File: config.mk
export PLATFORM = sky130hd
export DESIGN_NAME = m68k_irq_vector_ctrl
export DESIGN_NICKNAME = d
export VERILOG_FILES = /design/src/rtl/m68k_pkg.sv /design/src/rtl/irq_sync_edge.sv /design/src/rtl/m68k_irq_vector_ctrl.sv
export SDC_FILE = /design/constraint.sdc
export NUM_CORES = 1
export LEC_CHECK = 0
export ABC_AREA = 1
export BUFFER_PORTS_ARGS = -buffer_cell sky130_fd_sc_hd__buf_2
export CAP_MARGIN = 20
export CORE_MARGIN = 10
export CORE_UTILIZATION = 35
export CTS_BUF_LIST = sky130_fd_sc_hd__clkbuf_2
export DETAILED_ROUTE_END_ITERATION = 8
export PLACE_DENSITY = 0.55
export SKIP_LAST_GASP = 1
export SLEW_MARGIN = 20
export SYNTH_ARGS = -nofsm -noshare
export SYNTH_HDL_FRONTEND = slang
export SYNTH_HIERARCHICAL = 1
export SYNTH_SLANG_ARGS = --single-unit
File: constraint.sdc
create_clock -name wb_clk_i -period 1.62 [get_ports wb_clk_i]
set_input_delay 0.324 -clock wb_clk_i [delete_from_list [all_inputs] [get_ports wb_clk_i]]
set_output_delay 0.324 -clock wb_clk_i [all_outputs]
set_load 0.05 [all_outputs]
File: src/rtl/m68k_pkg.sv
// Shared definitions for the 68000 interrupt sequencer: register map,
// IACK state encoding, vector constants and the priority encoder.
package m68k_pkg;

  localparam logic [1:0] REG_PEND = 2'd0;
  localparam logic [1:0] REG_MASK = 2'd1;
  localparam logic [1:0] REG_EDGE = 2'd2;
  localparam logic [1:0] REG_CFG  = 2'd3;

  // 68000 autovector numbers start at 24 (level 1 -> 25 ... level 7 -> 31).
  localparam logic [7:0] AUTOVEC_BASE         = 8'd24;
  localparam logic [7:0] SPURIOUS_VEC_DEFAULT = 8'd24;
  localparam logic [7:0] VBASE_RESET          = 8'h40;

  typedef enum logic [1:0] {
    IDLE  = 2'd0,
    LATCH = 2'd1,
    ACK   = 2'd2
  } iack_state_e;

  // Highest set bit index + 1, or 0 when nothing is set (bit n = level n+1).
  function automatic logic [2:0] prio_level(input logic [6:0] req);
    logic [2:0] lvl;
    lvl = 3'd0;
    for (int i = 0; i < 7; i++) begin
      if (req[i]) lvl = 3'(i + 1);
    end
    return lvl;
  endfunction

endpackage

File: src/rtl/irq_sync_edge.sv
// Per-line synchroniser chain followed by a rising-edge detector.
// sync_o is the last synchroniser stage; rise_o is high for the one cycle
// in which sync_o is high and its previous value was low.
// SYNC_STAGES must be at least 2.
module irq_sync_edge #(
  parameter int SYNC_STAGES = 2,
  parameter int WIDTH       = 7
) (
  input  logic             wb_clk_i,
  input  logic             wb_reset_i,
  input  logic [WIDTH-1:0] async_i,
  output logic [WIDTH-1:0] sync_o,
  output logic [WIDTH-1:0] rise_o
);

  genvar gi;
  generate
    for (gi = 0; gi < WIDTH; gi++) begin : g_line
      logic [SYNC_STAGES-1:0] chain_reg;
      logic                   prev_reg;

      // Shift the raw request through the synchroniser and remember last output.
      always_ff @(posedge wb_clk_i) begin
        if (wb_reset_i) begin
          chain_reg <= '0;
          prev_reg  <= 1'b0;
        end else begin
          chain_reg <= {chain_reg[SYNC_STAGES-2:0], async_i[gi]};
          prev_reg  <= chain_reg[SYNC_STAGES-1];
        end
      end

      assign sync_o[gi] = chain_reg[SYNC_STAGES-1];
      assign rise_o[gi] = chain_reg[SYNC_STAGES-1] & ~prev_reg;
    end
  endgenerate

endmodule

File: src/rtl/m68k_irq_vector_ctrl.sv
// Interrupt sequencer for a 68000: synchronises seven request lines, keeps
// pending/mask/trigger-mode state, drives the encoded IPL and answers the
// CPU interrupt-acknowledge cycle with a vector number.
module m68k_irq_vector_ctrl
  import m68k_pkg::*;
#(
  parameter int         SYNC_STAGES  = 2,
  parameter logic [7:0] SPURIOUS_VEC = SPURIOUS_VEC_DEFAULT
) (
  input  logic       wb_clk_i,
  input  logic       wb_reset_i,
  input  logic [6:0] int_i,
  input  logic       wb_cyc_i,
  input  logic       wb_stb_i,
  input  logic       wb_we_i,
  input  logic [1:0] wb_adr_i,
  input  logic [7:0] wb_dat_i,
  output logic [7:0] wb_dat_o,
  output logic       wb_ack_o,
  input  logic       iack_i,
  input  logic [2:0] iack_level_i,
  output logic       iack_ack_o,
  output logic [7:0] vector_o,
  output logic [2:0] ipl_o
);

  logic [6:0]  sync_s, sync_rise;
  logic [6:0]  pend_reg, mask_reg, edge_reg, pend_next;
  logic [4:0]  vbase_reg;
  logic        autovec_reg;
  logic        ack_reg;
  logic [7:0]  dat_reg, rd_data;
  logic [2:0]  ipl_reg;
  iack_state_e state_reg;
  logic [2:0]  lvl_reg;
  logic [7:0]  vector_reg, vec_next;
  logic        iack_ack_reg;

  logic        wb_access;
  logic [6:0]  sw_clr, iack_clr, eff;
  logic [7:0]  lvl_onehot;
  logic        lvl_hit;
  logic        unused_bits;

  irq_sync_edge #(.SYNC_STAGES(SYNC_STAGES), .WIDTH(7)) u_sync (
    .wb_clk_i  (wb_clk_i),
    .wb_reset_i(wb_reset_i),
    .async_i   (int_i),
    .sync_o    (sync_s),
    .rise_o    (sync_rise)
  );

  // A new access is accepted only while ack is low, giving 2-cycle transfers.
  assign wb_access  = wb_cyc_i & wb_stb_i & ~ack_reg;
  assign sw_clr     = (wb_access && wb_we_i && wb_adr_i == REG_PEND) ? (wb_dat_i[6:0] & edge_reg) : 7'd0;
  assign eff        = pend_reg & mask_reg;
  assign lvl_onehot = 8'd1 << lvl_reg;
  assign lvl_hit    = |(lvl_onehot[7:1] & eff);
  // Service clears only edge-mode requests; level sources stay until released.
  assign iack_clr   = (state_reg == LATCH && lvl_hit) ? (lvl_onehot[7:1] & edge_reg) : 7'd0;
  // Edge bits: set beats clear in the same cycle. Level bits follow the line.
  assign pend_next  = (edge_reg & ((pend_reg & ~(sw_clr | iack_clr)) | sync_rise)) | (~edge_reg & sync_s);
  assign unused_bits = ^{wb_dat_i[2:1], lvl_onehot[0]};

  // Register read multiplexer.
  always_comb begin
    rd_data = 8'd0;
    case (wb_adr_i)
      REG_PEND: rd_data = {1'b0, pend_reg};
      REG_MASK: rd_data = {1'b0, mask_reg};
      REG_EDGE: rd_data = {1'b0, edge_reg};
      default:  rd_data = {vbase_reg, 2'b00, autovec_reg};
    endcase
  end

  // Vector selection for the level latched at the start of the IACK cycle.
  always_comb begin
    vec_next = SPURIOUS_VEC;
    if (lvl_hit) begin
      vec_next = autovec_reg ? (AUTOVEC_BASE + {5'd0, lvl_reg}) : {vbase_reg, lvl_reg};
    end
  end

  // Wishbone slave: single-cycle ack pulse, registered read data, config writes.
  always_ff @(posedge wb_clk_i) begin
    if (wb_reset_i) begin
      ack_reg     <= 1'b0;
      dat_reg     <= 8'd0;
      mask_reg    <= 7'd0;
      edge_reg    <= 7'd0;
      vbase_reg   <= VBASE_RESET[7:3];
      autovec_reg <= 1'b0;
    end else begin
      ack_reg <= wb_access;
      if (wb_access) begin
        dat_reg <= rd_data;
        if (wb_we_i) begin
          case (wb_adr_i)
            REG_MASK: mask_reg <= wb_dat_i[6:0];
            REG_EDGE: edge_reg <= wb_dat_i[6:0];
            REG_CFG: begin
              vbase_reg   <= wb_dat_i[7:3];
              autovec_reg <= wb_dat_i[0];
            end
            default: ;
          endcase
        end
      end
    end
  end

  // Pending state and the registered priority code to the CPU.
  always_ff @(posedge wb_clk_i) begin
    if (wb_reset_i) begin
      pend_reg <= 7'd0;
      ipl_reg  <= 3'd0;
    end else begin
      pend_reg <= pend_next;
      ipl_reg  <= prio_level(eff);
    end
  end

  // IACK sequencer: latch level, choose vector, hold it until IACK ends.
  always_ff @(posedge wb_clk_i) begin
    if (wb_reset_i) begin
      state_reg    <= IDLE;
      lvl_reg      <= 3'd0;
      vector_reg   <= 8'd0;
      iack_ack_reg <= 1'b0;
    end else begin
      case (state_reg)
        IDLE: begin
          if (iack_i) begin
            lvl_reg   <= iack_level_i;
            state_reg <= LATCH;
          end
        end
        LATCH: begin
          vector_reg   <= vec_next;
          iack_ack_reg <= 1'b1;
          state_reg    <= ACK;
        end
        ACK: begin
          if (!iack_i) begin
            iack_ack_reg <= 1'b0;
            state_reg    <= IDLE;
          end
        end
        default: begin
          iack_ack_reg <= 1'b0;
          state_reg    <= IDLE;
        end
      endcase
    end
  end

  assign wb_dat_o   = dat_reg;
  assign wb_ack_o   = ack_reg;
  assign iack_ack_o = iack_ack_reg;
  assign vector_o   = vector_reg;
  assign ipl_o      = ipl_reg;

endmodule

-- Yosys cells after proc, flatten, opt, wreduce, memory -nomap -nowiden
Cells that the tools add are included.
- bits in registers: 74
- input bits: 26
- output and inout bits: 21
- word-level logic and storage cells: 94
- add/sub/neg operators: 1
- equal/unequal tests: 7
- shift-type cells: 1
- multiplexer cells: 17
- bitwise gates (word level): 30
- reduce and logical (&&, ||, !) cells: 12
- operators with widths (operator ; count):
    $and 7x7->7 ; 7
    $pmux 8 s3 ; 1
    $or 7x7->7 ; 3
    $mux 3 ; 6
    $mux 8 ; 2
    $mux 7 ; 2
    $not 7->7 ; 2
    $and 1x1->1 ; 9
    $not 1->1 ; 9
    $reduce_and 3->1 ; 3
    $shl 1x3->8 const A ; 1
    $reduce_or 7->1 ; 1
    $add 5x3->6 const A ; 1
    $eq 2x2->1 const B ; 3
    $pmux 2 s3 ; 1
    $reduce_and 2->1 ; 3
    $eq 2x1->1 const B ; 2
    $logic_not 2->1 ; 2
    $mux 2 ; 2
    $ne 2x2->1 const B ; 2
    $logic_and 1x1->1 ; 3
    $pmux 1 s3 ; 1
    $mux 1 ; 2

-- Longest topological paths before layout
Gate-level depths: netlist of the first run.
- word-level depth: 11
- gate-level depth with buffers: 11
- gate-level depth less buffers: 9

-- Modules after synthesis
The synthesis of the first run kept the hierarchy.
- modules (own cells, without submodules) (module ; instances ; cells each ; area each (sq um) ; seq. area each (sq um)):
    m68k_irq_vector_ctrl ; 1 ; 337 ; 2369.8 ; 1061.0
    irq_sync_edge ; 1 ; 79 ; 679.4 ; 420.4

-- Least setup slack after synthesis of the first run
Ideal clock, no wire load.
- path type: reg2reg
- start: register ack_reg (netlist: wb_ack_o)
- end: register edge_reg[4]
- arrival time: 1.436 ns
- setup slack: 0.065 ns
- cell stages (with the launch flop): 8
- buffers on the path: 1
- clock period less this slack: 1.555 ns
- cells stage by stage: dfxtp_1 nor2_1 nand2_2 nor2_4 nand3_2 buf_2 o21ai_0 a21oi_1
- word-level cells in the longest chain between the ends: 3
- RTL lines (element ; line ; source):
    start: declaration ; m68k_irq_vector_ctrl.sv:31 ; logic ack_reg;
    start signal: assignment ; m68k_irq_vector_ctrl.sv:94 ; ack_reg <= wb_access;
    $not 1->1 ; m68k_irq_vector_ctrl.sv:54 ; assign wb_access = wb_cyc_i & wb_stb_i & ~ack_reg;
    $and 1x1->1 ; m68k_irq_vector_ctrl.sv:54 ;
    $reduce_and 3->1 (no source line) ; -- ;
    end signal: assignment ; m68k_irq_vector_ctrl.sv:100 ; REG_EDGE: edge_reg <= wb_dat_i[6:0];
    end: declaration ; m68k_irq_vector_ctrl.sv:28 ; logic [6:0] pend_reg, mask_reg, edge_reg, pend_next;
Every way passes these cells.
A chain may end at the register's enable or synchronous reset.

-- Final worst setup path of the first run
- start: register dat_reg[7] (netlist: wb_dat_o[7])
- end: output wb_dat_o[7]
- RTL lines (element ; line ; source):
    start: declaration ; m68k_irq_vector_ctrl.sv:32 ; logic [7:0] dat_reg, rd_data;
    start signal: assignment ; m68k_irq_vector_ctrl.sv:96 ; dat_reg <= rd_data;
    end: declaration ; m68k_irq_vector_ctrl.sv:18 ; output logic [7:0] wb_dat_o,
No word-level cell between the ends.

==> flow_metrics.env, run 1 <==
export IMPL_status="finished clean"
export IMPL_switching_share_pct=25.5
export IMPL_r2r_cells=8
export IMPL_syn_area_mm2=0.00305
export IMPL_largest_reg_flops=14
export IMPL_port_buffers=46
export IMPL_tritoncts="yes"
export IMPL_hold_viol_final=0
export IMPL_drc=0
export IMPL_irDropWorstVdd_v=0.000469
export IMPL_power_leakage_nw=1.68
export IMPL_hold_depth=3
export IMPL_multi_input_area_mm2=0.00119
export IMPL_antenna_cells=0
export IMPL_critPathMaxStageDelay_ps=370
export IMPL_fp_dieH_um=113
export IMPL_cp_max_fo=2
export IMPL_grt_start_max_net_pins=38
export IMPL_powerDensity_mw_per_mm2=1000
export IMPL_clock_path_buffers=2
export IMPL_setup_violations=0
export IMPL_finalClockSkew_ps=21.5
export IMPL_cp_start_kind="flop"
export IMPL_cp_depth=1
export IMPL_ios=47
export IMPL_dieArea_mm2=0.0128
export IMPL_cts_buffers_inserted=9
export IMPL_synth_top_area_share_pct=48.6
export IMPL_synth_seq_area_share_pct=48.6
export IMPL_root_buffer="clkbuf_2"
export IMPL_cts_sinks=74
export IMPL_seq_area_mm2=0.00148
export IMPL_layout_commonest_cell="dfxtp_1"
export IMPL_place_area_mm2=0.00333
export IMPL_layout_setup_ws_ps=138
export IMPL_ys_ff_latch=74
export IMPL_relSlewSlack_pct=76.2
export IMPL_vias_per_cell=4.78
export IMPL_fp_coreArea_mm2=0.00834
export IMPL_gp_congestion=0.924
export IMPL_rows=33
export IMPL_drv_cap=0
export IMPL_start_util_pct=36.6
export IMPL_syn_inst=416
export IMPL_ys_warn_count=6
export IMPL_wl_per_cell_um=13.2
export IMPL_combPwrFrac_pct=9.8
export IMPL_end_kind="output port"
export IMPL_synth_fp_nets=442
export IMPL_rsz0062_at_grt="no"
export IMPL_ant_nets=0
export IMPL_tns_ps=0
export IMPL_finalCriticalPeriod_ps=1480
export IMPL_first_global_vias=2566
export IMPL_fill_cells=898
export IMPL_design_area_mm2=0.00359
export IMPL_worstPathCellList="buf_2"
export IMPL_critPathKind="reg2out"
export IMPL_overflow=0
export IMPL_switchingPower_mw=0.917
export IMPL_fin_crit_sh_pct=91.5
export IMPL_pwr_share_clk_pct=36.5
export IMPL_clk_latency_ps=520
export IMPL_arrival_ps=1160
export IMPL_seqPwrFrac_pct=53.7
export IMPL_place_ws_ps=61.1
export IMPL_area_delta_synth_final_pct=17.6
export IMPL_cp_required_ps=1300
export IMPL_clock_fmax_mhz=675
export IMPL_timing_hold_worst_class="in2reg"
export IMPL_synth_largest_area_cell="dfxtp_1"
export IMPL_dr_total_vias=2775
export IMPL_worst_path_buf_inv=1
export IMPL_nNetsFinal=496
export IMPL_h_tree_depth=3
export IMPL_yosysUniqueCellTypes=24
export IMPL_path_clk_slew_ps=210
export IMPL_grt_use_total_pct=12.0
export IMPL_antenna_found_initial=0
export IMPL_slowest_stage="dfxtp_1"
export IMPL_first_pass_iters=6
export IMPL_drive_gt1_share_pct=17.5
export IMPL_cts_setup_buffers=0
export IMPL_tightest_slew_ps=358
export IMPL_ys_top_cells_by_area="dfxtp_1 (49%), nor2_1 (8.6%), inv_1 (7.6%)"
export IMPL_syn_area_per_cell_um2=7.33
export IMPL_wl_um=7680
export IMPL_grt_first_pass_wirelength_um=12600
export IMPL_path_delay_family="flip-flops"
export IMPL_drv_slew=0
export IMPL_cellInternalPower_mw=2.68
export IMPL_die_w_um=113
export IMPL_drt_initial_drc_count=207
export IMPL_most_common_layout_cells="dfxtp_1 (72), nor2_1 (70), inv_1 (61)"
export IMPL_dp_hpwl_um=5670
==> final timing paths <==
kind | slack, ps | startpoint | end
worst min register to register | 420 | u_sync/g_line[5].chain_reg[0] | u_sync/g_line[5].chain_reg[1]
worst max register to register | 150 | wb_ack_o | mask_reg[0]
worst max-delay path | 140 | wb_dat_o[7] | wb_dat_o[7]
worst min-delay path | 80 | iack_level_i[1] | lvl_reg[1]
==> logic make-up after synthesis <==
kind of cell           synth area share (%)
AND/OR/NAND/NOR                        23.4
buffers and inverters                  12.3
AO/OA/AOI/OAI                          15.7
flip-flops                             48.6
==> final cells by class <==
class	instances	area share, %
Clock buffer	11	1.54
Clock inverter	5	2.86
Inverter	65	6.91
Multi-Input combinational cell	258	33.3
Sequential cell	74	41.4
Tap cell	105	3.66
Timing Repair Buffer	62	10.4
==> worst reg2reg max path, stage by stage (launching register included) <==
cell and delay [ps]:
dfxtp_1 350, nor2_1 120, nand2_2 90, nor2_4 150
buf_4 200, nand2_2 160, clkinvlp_4 190, nor2_1 50
nor2_1 100
==> routing by layer <==
metal	wire length, um	GRT usage (%)
met2	3440	18.0
met1	3570	15.3
met5	0	0
met4	59	3.72
met3	612	4.97
==> cells in the mapped netlist <==
library cell / n
a21oi_1: 43
a221oi_1: 4
a31oi_1: 2
buf_2: 3
buf_4: 7
buf_6: 4
clkbuf_1: 5
dfxtp_1: 74
inv_1: 62
inv_2: 3
nand2_1: 57
nand2_2: 2
nand2_4: 1
nand3_1: 18
nand3_2: 1
nand4_1: 10
nor2_1: 70
nor2_2: 3
nor2_4: 1
nor3_1: 4
o211ai_1: 2
o21ai_0: 36
o21ai_1: 3
o22ai_1: 1
==> timing repair <==
action / CTS / global route
hold buffers: 7 / 2
hold endpoints to repair: 7 / 2
gates resized for setup: 0 / 3
endpoints found under the setup margin: 0 / 18
==> power groups by stage <==
stage | logic, mW | registers [mW] | clock network [mW]
final | 0.353 | 1.93 | 1.31
after global placement | 0.339 | 1.96 | 0
after global routing | 0.395 | 1.94 | 1.45
after CTS | 0.352 | 1.93 | 1.35
after floorplan | 0.186 | 2.01 | 0
after detailed placement | 0.338 | 1.97 | 0
==> metrics by stage <==
stage	power [mW]	hold slack, ps	std cells	utilization [%]
2_1_floorplan	2.19	388	416	-
3_3_place_gp	2.30	390	555	39.9
3_5_place_dp	2.30	394	555	39.9
4_1_cts	3.63	1.82	578	42.7
5_1_grt	3.78	23.2	580	43.0
6_report	3.59	78.1	580	43.0
Note: power is estimated with default switching activity, not from simulation.
==> run 2: changes to the inputs <==
==> constraint.sdc (replaced) <==
create_clock -name wb_clk_i -period 1.62 [get_ports wb_clk_i]
set_input_delay 0.243 -clock wb_clk_i [delete_from_list [all_inputs] [get_ports wb_clk_i]]
set_output_delay 0.243 -clock wb_clk_i [all_outputs]
set_load 0.05 [all_outputs]
==> flow_metrics.env, run 2 (synthesis results as in run 1) <==
export IMPL_status="finished clean"
export IMPL_tightest_slew_ps=398
export IMPL_switching_share_pct=27.2
export IMPL_place_area_mm2=0.00332
export IMPL_overflow=0
export IMPL_irDropWorstVdd_v=0.000384
export IMPL_drv_cap=0
export IMPL_die_w_um=113
export IMPL_relSlewSlack_pct=73.3
export IMPL_grt_start_max_net_pins=38
export IMPL_rows=33
export IMPL_setup_violations=0
export IMPL_rsz0062_at_grt="yes"
export IMPL_dp_hpwl_um=5700
export IMPL_cts_buffers_inserted=9
export IMPL_gp_congestion=0.842
export IMPL_fp_coreArea_mm2=0.00834
export IMPL_root_buffer="clkbuf_2"
export IMPL_clock_fmax_mhz=693
export IMPL_drc=0
export IMPL_fin_crit_sh_pct=89.1
export IMPL_path_clk_slew_ps=210
export IMPL_arrival_ps=1920
export IMPL_antenna_cells=0
export IMPL_area_delta_synth_final_pct=19.6
export IMPL_cp_required_ps=2100
export IMPL_grt_use_total_pct=12.4
export IMPL_design_area_mm2=0.00365
export IMPL_finalClockSkew_ps=19.1
export IMPL_rrSetupSlack_ps=180
export IMPL_dieArea_mm2=0.0128
export IMPL_nNetsFinal=505
export IMPL_seqPwrFrac_pct=56.1
export IMPL_wl_um=8060
export IMPL_largest_reg_flops=14
export IMPL_finalPower_mw=3.44
export IMPL_cellInternalPower_mw=2.51
export IMPL_clk_latency_ps=540
export IMPL_hold_viol_final=0
export IMPL_critPathKind="reg2reg"
export IMPL_cts_sinks=74
export IMPL_cp_max_fo=9
export IMPL_finalCriticalPeriod_ps=1440
export IMPL_dr_total_vias=2754
export IMPL_switchingPower_mw=0.936
export IMPL_r2r_cells=7
export IMPL_vias_per_cell=4.68
export IMPL_drv_slew=0
export IMPL_start_util_pct=36.6
export IMPL_drt_initial_drc_count=144
export IMPL_wl_per_cell_um=13.7
export IMPL_timing_hold_worst_class="in2reg"
export IMPL_pwr_share_clk_pct=33.1
export IMPL_drive_gt1_share_pct=17.4
export IMPL_h_tree_depth=3
export IMPL_fill_cells=870
export IMPL_first_pass_iters=4
export IMPL_most_common_layout_cells="dfxtp_1 (71), nor2_1 (70), inv_1 (61)"
export IMPL_cp_start_kind="flop"
export IMPL_grt_first_pass_wirelength_um=13000
export IMPL_clock_path_buffers=2
export IMPL_combPwrFrac_pct=10.8
export IMPL_layout_commonest_cell="dfxtp_1"
export IMPL_tritoncts="yes"
export IMPL_power_leakage_nw=1.70
export IMPL_ios=47
export IMPL_powerDensity_mw_per_mm2=944
export IMPL_antenna_found_initial=0
export IMPL_hold_depth=3
export IMPL_fp_dieH_um=113
export IMPL_port_buffers=46
export IMPL_first_global_vias=2609
export IMPL_end_kind="flop"
export IMPL_ant_nets=0
## run 2: cell types whose count changed in the layout (fill, tap and decap cells not counted), moves of 2 or more
cell / previous run / this run
clkinv_1: 0 / 3
buf_4: 7 / 9
dlygate4sd3_1: 9 / 15
clkbuf_2: 11 / 9
## run 2: path summary, 6_finish.rpt
kind                                    to                           from
min                            mask_reg[1]                    wb_dat_i[1]
max reg2reg                    mask_reg[2]                       wb_ack_o
max                            mask_reg[2]                       wb_ack_o
min reg2reg  u_sync/g_line[2].chain_reg[1]  u_sync/g_line[2].chain_reg[0]
## run 2: final cells by class
cell class	count	area, um^2	share of cell area, %
clock inverter	7	83.8	2.30
clock buffer	9	45.0	1.23
tap	105	131	3.60
sequential	74	1490	40.7
timing repair buffer	70	448	12.3
multi-input combinational	259	1210	33.1
inverter	65	248	6.79
## run 2: layer usage
metal / part of all wire (%) / wire, um / vias up / track usage (%)
met5: 0 / 0 / - / 0
met4: 1.2 / 94 / 0 / 3.98
met3: 8.2 / 659 / 12 / 4.75
met2: 45 / 3620 / 80 / 19.1
met1: 46 / 3680 / 1206 / 15.4
li1: - / - / 1456 / -
## run 2: through the flow
step | worst slack (ps) | hold WS (ps) | instances | util, % | setup TNS (ps)
after floorplan | 64.5 | 315 | 416 | - | 0
after global placement | 149 | 390 | 553 | 39.8 | 0
after detailed placement | 95.9 | 393 | 553 | 39.8 | 0
after CTS | 102 | 4.28 | 584 | 43.1 | 0
after global routing | -38.1 | 14.5 | 589 | 43.7 | -170
final | 176 | 13.5 | 589 | 43.7 | 0
## run 2: worst max-delay path, stage by stage (launching register included)
cell and delay (ps):
dfxtp_1 350, nor2_1 120, nand2_2 120, nor2_4 240, nand2_2 200, clkinvlp_4 200, nor2_1 50, nor2_1 100
## run 2: power by group through the flow
stage | clock [mW] | combinational [mW] | sequential, mW
6_report | 1.14 | 0.371 | 1.93
5_1_grt | 1.26 | 0.415 | 1.94
4_1_cts | 1.17 | 0.363 | 1.93
3_5_place_dp | 0 | 0.335 | 1.97
3_3_place_gp | 0 | 0.332 | 1.96
2_1_floorplan | 0 | 0.186 | 2.01
## run 2: what timing repair did
| action | in CTS | in global routing |
|---|---|---|
| gates resized for setup | 0 | 5 |
| hold endpoints to repair | 16 | 0 |
| setup endpoints to repair | 0 | 29 |
| buffers inserted | 0 | 4 |
| hold buffers | 15 | 0 |
==> run 3: changes to the inputs <==
--- a/config.mk
+++ b/config.mk
@@ -17,5 +17,4 @@
 export SLEW_MARGIN = 20
 export SYNTH_ARGS = -nofsm -noshare
 export SYNTH_HDL_FRONTEND = slang
-export SYNTH_HIERARCHICAL = 1
 export SYNTH_SLANG_ARGS = --single-unit
==> flow_metrics.env, run 3 <==
export IMPL_status="finished clean"
export IMPL_layout_setup_ws_ps=184
export IMPL_path_clk_slew_ps=180
export IMPL_clk_latency_ps=480
export IMPL_min_delay_start="iack_level_i[0]"
export IMPL_largest_reg_flops=14
export IMPL_root_buffer="clkbuf_2"
export IMPL_overflow=0
export IMPL_gp_congestion=0.803
export IMPL_rsz0062_at_grt="no"
export IMPL_dr_total_vias=2653
export IMPL_cp_start_kind="flop"
export IMPL_synth_async_reset_ratio_pct=0
export IMPL_fin_crit_sh_pct=88.6
export IMPL_grt_first_pass_wirelength_um=11900
export IMPL_critPathKind="reg2reg"
export IMPL_tightest_slew_ps=383
export IMPL_synth_edf_count=0
export IMPL_dp_cells=552
export IMPL_yosysUniqueCellTypes=26
export IMPL_drt_initial_drc_count=169
export IMPL_nNetsFinal=494
export IMPL_ys_ff_latch=74
export IMPL_cp_required_ps=1990
export IMPL_dieArea_mm2=0.0125
export IMPL_area_delta_synth_final_pct=18.8
export IMPL_drive_gt1_share_pct=16.3
export IMPL_grt_start_max_net_pins=38
export IMPL_wl_um=7150
export IMPL_finalClockSkew_ps=15.9
export IMPL_timing_hold_worst_class="in2reg"
export IMPL_start_util_pct=35.9
export IMPL_wl_per_cell_um=12.4
export IMPL_finalPower_mw=3.21
export IMPL_irDropWorstVdd_v=0.000278
export IMPL_tns_ps=0
export IMPL_vias_per_cell=4.59
export IMPL_synth_common_cells="nand2_1 (77), dfxtp_1 (74), inv_1 (58)"
export IMPL_relSlewSlack_pct=74.4
export IMPL_synth_seq_area_share_pct=50.2
export IMPL_place_area_mm2=0.00330
export IMPL_cts_buffers_inserted=9
export IMPL_finalCriticalPeriod_ps=1440
export IMPL_layout_commonest_cell="nand2_1"
export IMPL_hold_viol_final=0
export IMPL_most_common_layout_cells="nand2_1 (77), dfxtp_1 (72), inv_1 (58)"
export IMPL_end_kind="flop"
export IMPL_first_pass_iters=5
export IMPL_drc=0
export IMPL_setup_violations=0
export IMPL_r2r_start="wb_ack_o"
export IMPL_rows=33
export IMPL_tritoncts="yes"
export IMPL_fp_dieH_um=112
export IMPL_fin_hold_ws_ps=52.9
export IMPL_syn_area_per_cell_um2=7.25
export IMPL_synthFlopType="dfxtp_1"
export IMPL_port_buffers=46
export IMPL_clock_fmax_mhz=696
export IMPL_dp_hpwl_um=5200
export IMPL_fp_coreArea_mm2=0.00822
export IMPL_startpoint="wb_ack_o"
export IMPL_first_global_vias=2508
export IMPL_power_leakage_nw=1.63
export IMPL_die_w_um=112
export IMPL_place_ws_ps=121
export IMPL_fin_util_pct=42.7
export IMPL_fin_cells=578
export IMPL_ys_top_cells_by_area="dfxtp_1 (50%), nand2_1 (9.8%), inv_1 (7.4%)"
export IMPL_design_area_mm2=0.00350
export IMPL_grt_use_total_pct=11.4
export IMPL_ios=47
export IMPL_drv_slew=0
export IMPL_synth_most_common_cell="nand2_1"
export IMPL_ant_nets=0
export IMPL_h_tree_depth=3
export IMPL_powerDensity_mw_per_mm2=917
export IMPL_syn_area_mm2=0.00295
export IMPL_arrival_ps=1810
export IMPL_synth_top_area_share_pct=50.2
export IMPL_syn_inst=407
export IMPL_drv_cap=0
export IMPL_cp_max_fo=13
export IMPL_cts_sinks=74
export IMPL_synth_fp_nets=433
export IMPL_synth_largest_area_cell="dfxtp_1"
export IMPL_antenna_found_initial=0
export IMPL_ys_warn_count=0
export IMPL_clock_path_buffers=2
export IMPL_antenna_cells=0
[run 3: final cells by class]
cell class                 count  area (um^2)
timing repair buffer          64          390
fill                         888         4710
inverter                      63          238
tap                          105          131
clock inverter                 4         42.5
clock buffer                  12         60.1
sequential                    74         1480
multi-input combinational    256         1160
[run 3: kinds of logic (layout without fill, tap and decap cells)]
logic type,after synthesis,after routing,share of synthesized area [%]
flops,74,74,50.2
compound gates,79,79,14.1
simple gates,177,177,25.2
buf+inv,77,143,10.5
[run 3: repair_timing]
action | in CTS | in global routing
hold buffers | 10 | 0
gates resized for setup | 0 | 2
setup endpoints to repair | 0 | 10
endpoints found under the hold margin | 11 | 0
buffers inserted | 0 | 0
[run 3: report_power, final]
group	total, mW	leakage [nW]	internal, mW	switching, mW
sequential	1.93	0.604	1.88	0.0410
clock	0.965	0.0710	0.365	0.600
combinational	0.322	0.957	0.110	0.213
total	3.21	1.63	2.36	0.854
[run 3: critical path, cell delays in order (launching register included)]
cell and delay [ps]:
dfxtp_1 340, inv_1 50, nand3_2 60, nor2_1 270
nand2_1 310, o21ai_0 250, a21oi_1 60
[run 3: layer usage]
metal / vias up / part of all wire (%) / global-route usage, %
li1: 1417 / - / -
met2: 67 / 46 / 18.4
met5: - / 0 / 0
met4: 0 / 0.91 / 4.63
met3: 6 / 6.9 / 3.01
met1: 1163 / 46 / 14.0
[run 3: path summary, 6_finish.rpt]
path | cells after the start | slack (ps) | endpoint
worst max-delay path | 6 | 180 | edge_reg[4]
worst min-delay path | 3 | 50 | lvl_reg[0]
worst max register to register | 6 | 180 | edge_reg[4]
worst min register to register | 2 | 410 | u_sync.g_line[5].chain_reg[1]
